`src/rtl/pad_es_pkg.sv`:
```
// rtl/pad_es_pkg.sv - shared widths, table geometry and FSM encoding for the pad-to-es LUT
package pad_es_pkg;
    localparam int MXADRB       = 8;
    localparam int MXDATB       = 10;
    localparam int ROMLENGTH    = 192;
    localparam int ME1A_ES_BASE = 512;
    localparam int MXES         = 896;

    typedef enum logic {
        CLEAR = 1'b0,
        LOAD  = 1'b1
    } lut_state_t;
endpackage

```
`src/rtl/pad_es_lut_ram.sv`:
```
// rtl/pad_es_lut_ram.sv - one-write, two-read synchronous RAM, read-first, contents not reset
module pad_es_lut_ram
    import pad_es_pkg::*;
#(
    parameter int AW    = MXADRB,
    parameter int DW    = MXDATB,
    parameter int DEPTH = ROMLENGTH
) (
    input  logic          clk,
    input  logic          we,
    input  logic [AW-1:0] wa,
    input  logic [DW-1:0] wd,
    input  logic [AW-1:0] ra0,
    input  logic [AW-1:0] ra1,
    output logic [DW-1:0] q0,
    output logic [DW-1:0] q1
);
    logic [DW-1:0] mem [DEPTH];

    // Reads sample the array before this edge's write lands: old data on collision.
    always_ff @(posedge clk) begin
        if (we) begin
            mem[wa] <= wd;
        end
        q0 <= mem[ra0];
        q1 <= mem[ra1];
    end
endmodule

```
`src/rtl/pad_es_lut_writer.sv`:
```
// rtl/pad_es_lut_writer.sv - run-time loaded GEM pad to CSC eighth-strip LUT with clear, autoinc and readback
// Optional running write checksum output lut_cksum under PAD_ES_LUT_CHECKSUM_EN.
module pad_es_lut_writer
    import pad_es_pkg::*;
#(
    parameter int FALLING_EDGE = 0
) (
    input  logic              clock,
    input  logic              reset,
    input  logic              lut_clear,
    input  logic              lut_wr_en,
    input  logic [MXADRB-1:0] lut_wr_adr,
    input  logic [MXDATB-1:0] lut_wr_data,
    input  logic              lut_autoinc_en,
    input  logic [MXADRB-1:0] adr0,
    input  logic [MXADRB-1:0] adr1,
    output logic [MXDATB-1:0] rd0,
    output logic [MXDATB-1:0] rd1,
    input  logic [MXADRB-1:0] lut_rb_adr,
    output logic [MXDATB-1:0] lut_rb_data,
    output logic              lut_busy,
    output logic              lut_ready,
    output logic [MXADRB-1:0] lut_wr_ptr,
    output logic              lut_adr_err,
    output logic              lut_wr_drop
`ifdef PAD_ES_LUT_CHECKSUM_EN
    ,
    output logic [15:0]       lut_cksum
`endif
);
    localparam logic [MXADRB-1:0] LEN  = MXADRB'(ROMLENGTH);
    localparam logic [MXADRB-1:0] LAST = MXADRB'(ROMLENGTH - 1);

    logic clk;
    assign clk = (FALLING_EDGE != 0) ? ~clock : clock;

    lut_state_t           state;
    logic [MXADRB-1:0]    clr_cnt;
    logic [ROMLENGTH-1:0] mask;
    logic [ROMLENGTH-1:0] mask_set;
    logic [MXADRB-1:0]    eff_adr;
    logic                 in_range;
    logic                 wr_ok;
    logic                 clr_we;
    logic                 ram_we;
    logic [MXADRB-1:0]    ram_wa;
    logic [MXDATB-1:0]    ram_wd;
    logic                 rd0_ok;
    logic                 rd1_ok;
    logic                 rb_ok;
    logic [MXDATB-1:0]    q0;
    logic [MXDATB-1:0]    q1;
    logic [MXDATB-1:0]    qb;
    logic [MXDATB-1:0]    qb_unused;

    always_comb begin
        eff_adr  = lut_autoinc_en ? lut_wr_ptr : lut_wr_adr;
        in_range = (eff_adr < LEN);
        wr_ok    = !reset && (state == LOAD) && lut_wr_en && !lut_clear && in_range;
        // lut_busy low while in CLEAR marks the one idle cycle right after reset.
        clr_we   = !reset && (state == CLEAR) && lut_busy && !lut_clear;
        ram_we   = wr_ok | clr_we;
        ram_wa   = clr_we ? clr_cnt : eff_adr;
        ram_wd   = clr_we ? '0 : lut_wr_data;
        mask_set = mask;
        if (wr_ok) begin
            mask_set[eff_adr] = 1'b1;
        end
    end

    always_ff @(posedge clk) begin
        if (reset) begin
            state       <= CLEAR;
            clr_cnt     <= '0;
            mask        <= '0;
            lut_busy    <= 1'b0;
            lut_ready   <= 1'b0;
            lut_wr_ptr  <= '0;
            lut_adr_err <= 1'b0;
            lut_wr_drop <= 1'b0;
        end else begin
            case (state)
                CLEAR: begin
                    mask       <= '0;
                    lut_ready  <= 1'b0;
                    lut_wr_ptr <= '0;
                    if (lut_clear || !lut_busy) begin
                        lut_busy <= 1'b1;
                        clr_cnt  <= '0;
                    end else if (clr_cnt == LAST) begin
                        state    <= LOAD;
                        lut_busy <= 1'b0;
                    end else begin
                        clr_cnt <= clr_cnt + 1'b1;
                    end
                    if (lut_clear) begin
                        lut_adr_err <= 1'b0;
                        lut_wr_drop <= 1'b0;
                    end else if (lut_wr_en && lut_busy) begin
                        lut_wr_drop <= 1'b1;
                    end
                end
                LOAD: begin
                    if (lut_clear) begin
                        state       <= CLEAR;
                        lut_busy    <= 1'b1;
                        clr_cnt     <= '0;
                        mask        <= '0;
                        lut_ready   <= 1'b0;
                        lut_wr_ptr  <= '0;
                        lut_adr_err <= 1'b0;
                        lut_wr_drop <= 1'b0;
                    end else begin
                        mask      <= mask_set;
                        lut_ready <= &mask_set;
                        if (lut_wr_en && !in_range) begin
                            lut_adr_err <= 1'b1;
                        end
                        // Pointer stops at ROMLENGTH since out-of-range writes are never accepted.
                        if (wr_ok && lut_autoinc_en) begin
                            lut_wr_ptr <= lut_wr_ptr + 1'b1;
                        end
                    end
                end
            endcase
        end
    end

    always_ff @(posedge clk) begin
        if (reset) begin
            rd0_ok <= 1'b0;
            rd1_ok <= 1'b0;
            rb_ok  <= 1'b0;
        end else begin
            rd0_ok <= (state == LOAD) && (adr0 < LEN);
            rd1_ok <= (state == LOAD) && (adr1 < LEN);
            rb_ok  <= (state == LOAD) && (lut_rb_adr < LEN);
        end
    end

    assign rd0         = rd0_ok ? q0 : '0;
    assign rd1         = rd1_ok ? q1 : '0;
    assign lut_rb_data = rb_ok ? qb : '0;

`ifdef PAD_ES_LUT_CHECKSUM_EN
    always_ff @(posedge clk) begin
        if (reset || (state == CLEAR) || lut_clear) begin
            lut_cksum <= '0;
        end else if (wr_ok) begin
            lut_cksum <= lut_cksum + 16'({eff_adr, lut_wr_data});
        end
    end
`endif

    pad_es_lut_ram u_ram_match (
        .clk (clk),
        .we  (ram_we),
        .wa  (ram_wa),
        .wd  (ram_wd),
        .ra0 (adr0),
        .ra1 (adr1),
        .q0  (q0),
        .q1  (q1)
    );

    pad_es_lut_ram u_ram_rb (
        .clk (clk),
        .we  (ram_we),
        .wa  (ram_wa),
        .wd  (ram_wd),
        .ra0 (lut_rb_adr),
        .ra1 (lut_rb_adr),
        .q0  (qb),
        .q1  (qb_unused)
    );
endmodule

```
`config.mk`:
```
export PLATFORM = sky130hd
export DESIGN_NAME = pad_es_lut_writer
export DESIGN_NICKNAME = d
export VERILOG_FILES = /design/src/rtl/pad_es_pkg.sv /design/src/rtl/pad_es_lut_ram.sv /design/src/rtl/pad_es_lut_writer.sv
export SDC_FILE = /design/constraint.sdc
export NUM_CORES = 2
export LEC_CHECK = 0
export CORE_ASPECT_RATIO = 0.6
export CORE_MARGIN = 4
export CORE_UTILIZATION = 50
export CTS_CLUSTER_SIZE = 8
export DETAILED_ROUTE_END_ITERATION = 10
export MAX_ROUTING_LAYER = met4
export PLACE_DENSITY = 0.66
export SYNTH_ARGS = -nofsm -noshare
export SYNTH_HDL_FRONTEND = slang
export SYNTH_SLANG_ARGS = --single-unit
```
`constraint.sdc`:
```
create_clock -name clock -period 8.4 [get_ports clock]
set_clock_uncertainty 0.05 [all_clocks]
set_input_delay 0.84 -clock clock [delete_from_list [all_inputs] [get_ports clock]]
set_output_delay 0.84 -clock clock [all_outputs]
set_load 0.01 [all_outputs]
```
== Word-level counts from Yosys, hierarchy flattened ==
Memories as Yosys holds them, arrays and structs flattened. A register that Yosys moved wholly into a read port is not among the register bits.
Index checks and enable logic that the tools add are counted.

* Register bits: 216
* RAM bits: 3840
* Input bits: 47
* Output and inout port bits: 42
* Word-level logic and storage cells: 93
* Memories: 2

* $add $sub $neg: 2
* Order comparisons: 6
* Equal/unequal tests: 8
* Multiplexer cells: 37
* Bitwise operators: 3
* Reduce and logical (&&, ||, !) cells: 24

{| class="wikitable"
|+ Memory list
! memory !! depth !! width !! rd ports !! clocked after Yosys merged registers in !! write ports !! line !! source
|-
| u_ram_match.mem || 192 || 10 || 2 || 2 || 1 || pad_es_lut_ram.sv:18 || <nowiki>logic [DW-1:0] mem [DEPTH];</nowiki>
|-
| u_ram_rb.mem || 192 || 10 || 1 || 1 || 1 || pad_es_lut_ram.sv:18 ||
|}

{| class="wikitable"
|+ Operator list
! operator !! count
|-
| $mux W192 || 2
|-
| $pmux W192 S2 || 1
|-
| $or A192 B192 Y192 || 1
|-
| $reduce_and A192 Y1 || 1
|-
| $mux W8 || 7
|-
| $mux W10 || 4
|-
| $lt A8 B8 Y1 const B || 4
|-
| $pmux W8 S2 || 2
|-
| $add A8 B1 Y8 const B || 2
|-
| $mux W1 || 15
|-
| $logic_and A1 B1 Y1 || 14
|-
| $pmux W1 S2 || 5
|-
| $lt A8 B9 Y1 const B || 1
|-
| $ne A3 B2 Y1 const B || 3
|-
| $demux W1 S8 || 1
|-
| $eq A8 B8 Y1 const B || 1
|-
| $ge A8 B1 Y1 const B || 1
|-
| $reduce_and A2 Y1 || 4
|-
| $logic_not A1 Y1 || 4
|-
| $ne A2 B2 Y1 const B || 2
|-
| $ne A3 B1 Y1 const B || 1
|-
| $ne A3 B3 Y1 const B || 1
|-
| $logic_or A1 B1 Y1 || 1
|-
| $not A1 Y1 || 1
|-
| $or A1 B1 Y1 || 1
|}

== Depth between registers and ports, before layout ==
* Word-level depth: 10
* Mapped depth: 12
* Depth with buffers taken out: 8

== Hierarchy ==
A second synthesis with hierarchy kept.

* Cells, all modules: 10874
* Area, all modules: 190133.6 sq um

{| class="wikitable"
|+ By module, submodules not included
! module !! instances !! cells an instance !! area an instance (sq um) !! seq. area each (sq um)
|-
| pad_es_lut_ram || 2 || 4962 || 90695.7 || 58055.7
|-
| pad_es_lut_writer || 1 || 950 || 8742.1 || 4324.1
|}

== Worst setup path after synthesis ==
OpenSTA, ideal clock, no wires.

* Path type: input to register
* Start: input lut_clear
* End: memory u_ram_match.mem[55][1] (netlist bit) (data pin)
* Library setup time: 1.136 ns
* Arrival: 6.027 ns
* Data required time: 7.214 ns
* Path slack: 1.187 ns
* Stages on the path: 4
* Buffers on the path: 2
* Cells stage by stage: nor4b_1 -> clkbuf_1 -> clkbuf_1 -> nor2b_1

* Cells in the longest elaborated chain, start to end: 3

{| class="wikitable"
|+ Ends and longest elaborated chain
! what !! line !! source
|-
| start, declared || pad_es_lut_writer.sv:10 || <nowiki>input logic lut_clear,</nowiki>
|-
| $logic_not A1 Y1 || pad_es_lut_writer.sv:61 || <nowiki>clr_we = !reset && (state == CLEAR) && lut_busy && !lut_clear;</nowiki>
|-
| $logic_and A1 B1 Y1 || pad_es_lut_writer.sv:61 ||
|-
| $mux W10 || pad_es_lut_writer.sv:64 || <nowiki>ram_wd = clr_we ? '0 : lut_wr_data;</nowiki>
|-
| via ram_wd[1] || pad_es_lut_writer.sv:47 || <nowiki>logic [MXDATB-1:0] ram_wd;</nowiki>
|-
| end, declared || pad_es_lut_ram.sv:18 ||
|}

The timed path passes the listed nets, and every way through them passes these cells.

== Final worst setup path ==
* Start: input lut_autoinc_en
* End: memory u_ram_rb.mem[168][1] (netlist bit), enable pin

* Cells in the longest elaborated chain, start to end: 6
* Elaborated cells on any way between the ends: 7
* Those cells by class: 1 x order compare; 4 x mux; 1 x bitwise; 1 x reduce/logical

{| class="wikitable"
|+ Ends and longest elaborated chain
! what !! line !! source
|-
| start, declared || pad_es_lut_writer.sv:14 || <nowiki>input logic lut_autoinc_en,</nowiki>
|-
| $mux W8 (*) || pad_es_lut_writer.sv:57 || <nowiki>eff_adr = lut_autoinc_en ? lut_wr_ptr : lut_wr_adr;</nowiki>
|-
| $lt A8 B8 Y1 || pad_es_lut_writer.sv:58 || <nowiki>in_range = (eff_adr < LEN);</nowiki>
|-
| $logic_and A1 B1 Y1 || pad_es_lut_writer.sv:59 || <nowiki>wr_ok = !reset && (state == LOAD) && lut_wr_en && !lut_clear && in_range;</nowiki>
|-
| $or A1 B1 Y1 || pad_es_lut_writer.sv:62 || <nowiki>ram_we = wr_ok | clr_we;</nowiki>
|-
| $mux W1 || pad_es_lut_ram.sv:22 || <nowiki>if (we) begin</nowiki>
|-
| $mux W1 (implied by the code) || pad_es_lut_ram.sv:23 || <nowiki>mem[wa] <= wd;</nowiki>
|-
| end, declared || pad_es_lut_ram.sv:18 ||
|}

Every way passes the cells marked *; elsewhere a longest branch is shown, timed or not.

==> impl_summary.md <==
Routing
The count of vias placed by the detailed router is 67800. Dividing the detail-routed wire length by the instance count gives 45.1 µm. For this block, wires on met1 add up to 143 mm. The first detailed-routing pass took 8 iterations. In this run the top signal layer used is met4. The detail route stage leaves a number of antenna-violating nets equal to 0. The met2 wirelength from detailed routing is 154 mm. The post-detailed-route DRC marker count is 0. The routed length on met3 is 85.7 mm. In the routed layout, each cell is associated on average with a via count of 7.80.

For this block, the initial DRC count from the detailed router was 12000. For this block, the routed nets add up to 392 mm of wire.

GRT
Entering global routing, the biggest net connects 148 pins. The number of antenna violations at the first check in global routing was 42. The global router's overall resource usage is 0.348. The via count of the first global-routing pass is 65000.

The leftover overflow at the end of global routing is 0. The first global-routing pass estimated 539 mm of wire.

Clocking
The number of buffers created by CTS is 312. In this run the number of H-tree levels came out at 5. The tree built by TritonCTS fans out to 2166 sinks. The worst-case clock buffer depth is 4. The number of setup buffers added after CTS is 0.

For this design, the CTS-stage hold fixing added 0 buffers. TritonCTS built the clock tree. Clock tree synthesis selected as its root buffer the cell clkbuf_16. Clock latency on the worst-skew pair, taken at its later pin, is 0.88 ns. After clock tree synthesis, the clock-pin slew on the worst setup and hold paths is 0.05 ns. The total of cells resized after clock tree synthesis is 0.

Floorplan
The number of ports placed on the die boundary is 89. The floorplan has 134 rows. The overall die height is 375 µm. The core region is 223000 µm². The die covers 233000 µm².

The floorplan die width is 620 µm. The starting utilization of the core area is 0.504.

Finish
The fraction of final layout cells with drive strength greater than 1 is 0.429. At the end of the flow, the number of nets in the layout was 5659. The area added between synthesis and finish is 11.3%.

Logic synthesis
The synthesized area per cell is 20.1 µm². Among all cell types in the netlist, the one instantiated most often is edfxtp_1. In this run, synthesis inferred 1920 flip-flops with an integrated enable. By area the synthesized netlist is led by edfxtp_1 51%, mux4_2 38%, dfxtp_1 4.4%, nor2_1 1.4%, clkbuf_1 1.2%.

The fraction of post-synthesis cell area in the top cell type by area is 0.513. The proportion of register bits with asynchronous set or reset after synthesis is 0. The number of warnings issued by yosys is 0.

The fraction of the yosys area taken by sequential cells is 0.557. Synthesis inferred 2166 register bits. The number of instances in the synthesized netlist is 5594. Counting every net in the synthesized netlist gives 5643. Among all flip-flop cells after synthesis, the most frequent one is edfxtp_1.

Synthesis instantiated 42 different standard cells from the library. The biggest area contributor in the post-synthesis netlist is edfxtp_1. By count the netlist is led by 1920 x edfxtp_1, 1890 x mux4_2, 417 x nor2_1, 368 x clkbuf_1, 246 x dfxtp_1.

After synthesis the cells add up to 112000 µm².

Worst setup path
The reg-to-reg critical path startpoint is state. STA classifies the critical path startpoint as an input pin. The arrival time of data at the critical path endpoint is 5.72 ns.

Counting both buffers and inverters, the worst setup path holds a total of 1. Among all stages on the critical path, the largest delay is contributed by nor2_1. The biggest cell delay along the critical path is 1.24 ns.

The worst register-to-register path ends at u_ram_rb.mem[168][1]. The critical path class is in -> reg. The dominant delay contributor by cell family on the critical path is simple AND/OR/NAND/NOR gates. For the worst setup path, the data required time is 8.82 ns. Counting buffers and inverters, the worst setup path is 7 cells deep. Traced cell by cell, the critical path runs through clkdlybuf4s50_1, and3_1, nor3_1, nor2_1, nor3_1, nand2_2, nor2_1. Measured in cells, the most critical reg-to-reg path has a length of 6. In this run the worst path has a maximum fanout of 29.

Across all register-to-register paths, the minimum setup slack is 3.25 ns. The worst setup path is captured at a flop.

Worst hold path
The worst min-delay path class is reg -> reg. The count of cells along the worst hold path is 2. The worst hold path begins at mask[105]. For hold timing, the worst endpoint is mask[105].

Outcome
The flow ran to the end, and the final reports show no timing, DRC or antenna violations.

Power and ir drop
In this run the static leakage power is 37.8 nW. The worst-case vdd ir drop is 0.152 mV. The power density over the cells is 208 nW/µm².

Place
The number of port buffers is 88. The HPWL after detailed placement is 255 mm. Routability-driven placement finished with a final weighted congestion of 0.982.

Timing
The number of endpoints failing setup at the final stage is 0. Of the available clock period, the critical path in the final layout requires 0.631. The final-report max-slew violation count came to 0.

Final hold analysis gives a worst-case slack of 0.398 ns. The total negative slack for setup checks is 0 ns. At the pin with the least slew margin, the transition time is 1.39 ns. The number of failing hold endpoints at the final stage is 0.

The relative max-transition margin is 0.0675. Setup repair after global routing left no endpoint under its margin. Counting I/O delays and the setup requirement, the final critical path takes 5.30 ns. The timing-limited maximum frequency is 189 MHz.

Flow run
Across the run, the number of max-cap violations was 0.
==> layout by cell type (no fill, tap or decap), types with 13 or more instances in the layout <==
master,instances
nor4_1,43
mux4_2,1890
nor3_1,16
nand3_1,15
buf_4,135
nand4_1,13
clkbuf_1,45
dfxtp_1,246
buf_12,28
a21oi_1,13
nor2_1,417
diode_2,38
clkdlybuf4s50_1,70
a31oi_1,194
o21ai_0,35
clkbuf_16,321
mux2i_1,34
and2_1,31
nand2_1,64
edfxtp_1,1920
==> worst max path at each step <==
stage / startpoint / to
floorplan: lut_clear / u_ram_match.mem[55][1]
CTS: lut_autoinc_en / u_ram_rb.mem[171][5]
detailed placement: lut_autoinc_en / u_ram_rb.mem[171][4]
finish: lut_autoinc_en / u_ram_rb.mem[168][1]
global route: lut_autoinc_en / u_ram_rb.mem[168][2]
global placement: lut_autoinc_en / u_ram_rb.mem[143][3]
==> worst reg2reg max path, stage by stage, from the launching register on <==
cell and delay [ns]:
dfxtp_1 0.58, nand4bb_1 0.59, nor3_1 0.60, nor2_1 0.22, nor3_1 0.51, nand2_2 0.92, nor2_1 1.25
==> logic make-up after synthesis <==
group / Yosys count / synth area share
AO/OA/AOI/OAI: 270 / 0.0155
XOR/XNOR: 11 / 0.000857
adder cells (fa/ha/maj): 2 / 0.000223
buffers and inverters: 553 / 0.0188
flip-flops: 2166 / 0.557
multiplexers: 1924 / 0.382
AND/OR/NAND/NOR: 668 / 0.0264
==> stage by stage <==
stage	setup WS (ns)	utilization	total power (W)	area, µm²	cells
after detailed placement	2.50	0.523	0.0147	117000	8288
after global placement	2.37	0.523	0.0147	117000	8288
after floorplan	1.19	-	0.0136	112000	5594
after global routing	2.96	0.561	0.0266	125000	8694
after CTS	3.40	0.561	0.0259	125000	8663
final	3.10	0.561	0.0260	125000	8701
==> area by class of cell <==
type                       instances  area [µm²]
fill                           16400       97900
sequential                      2166       62600
multi-input combinational       2875       47900
clock buffer                     366        8200
tap                             2992        3740
timing repair buffer             248        2460
clock inverter                     9         144
antenna                           38        95.1
inverter                           7        26.3
==> flip-flops by register name (all words and copies together), names as in the netlist, 8 cells and up <==
name and count:
u_ram_match.q0 10, clr_cnt 8, u_ram_match.mem 10, u_ram_match.q1 10, mask 192, lut_wr_ptr 8
u_ram_rb.q0 10, u_ram_rb.mem 1910
==> layer usage <==
layer / vias up / track usage
li1: 24900 / -
met1: 36500 / 0.472
met2: 5906 / 0.420
met3: 580 / 0.246
met4: 0 / 0.0753
met5: - / -
==> power by group <==
part / switching (W) / internal (W)
sequential: 0.0000109 / 0.0118
clock: 0.00458 / 0.00677
combinational: 0.00175 / 0.00108
No activity file was read; power rests on OpenSTA's default activity.
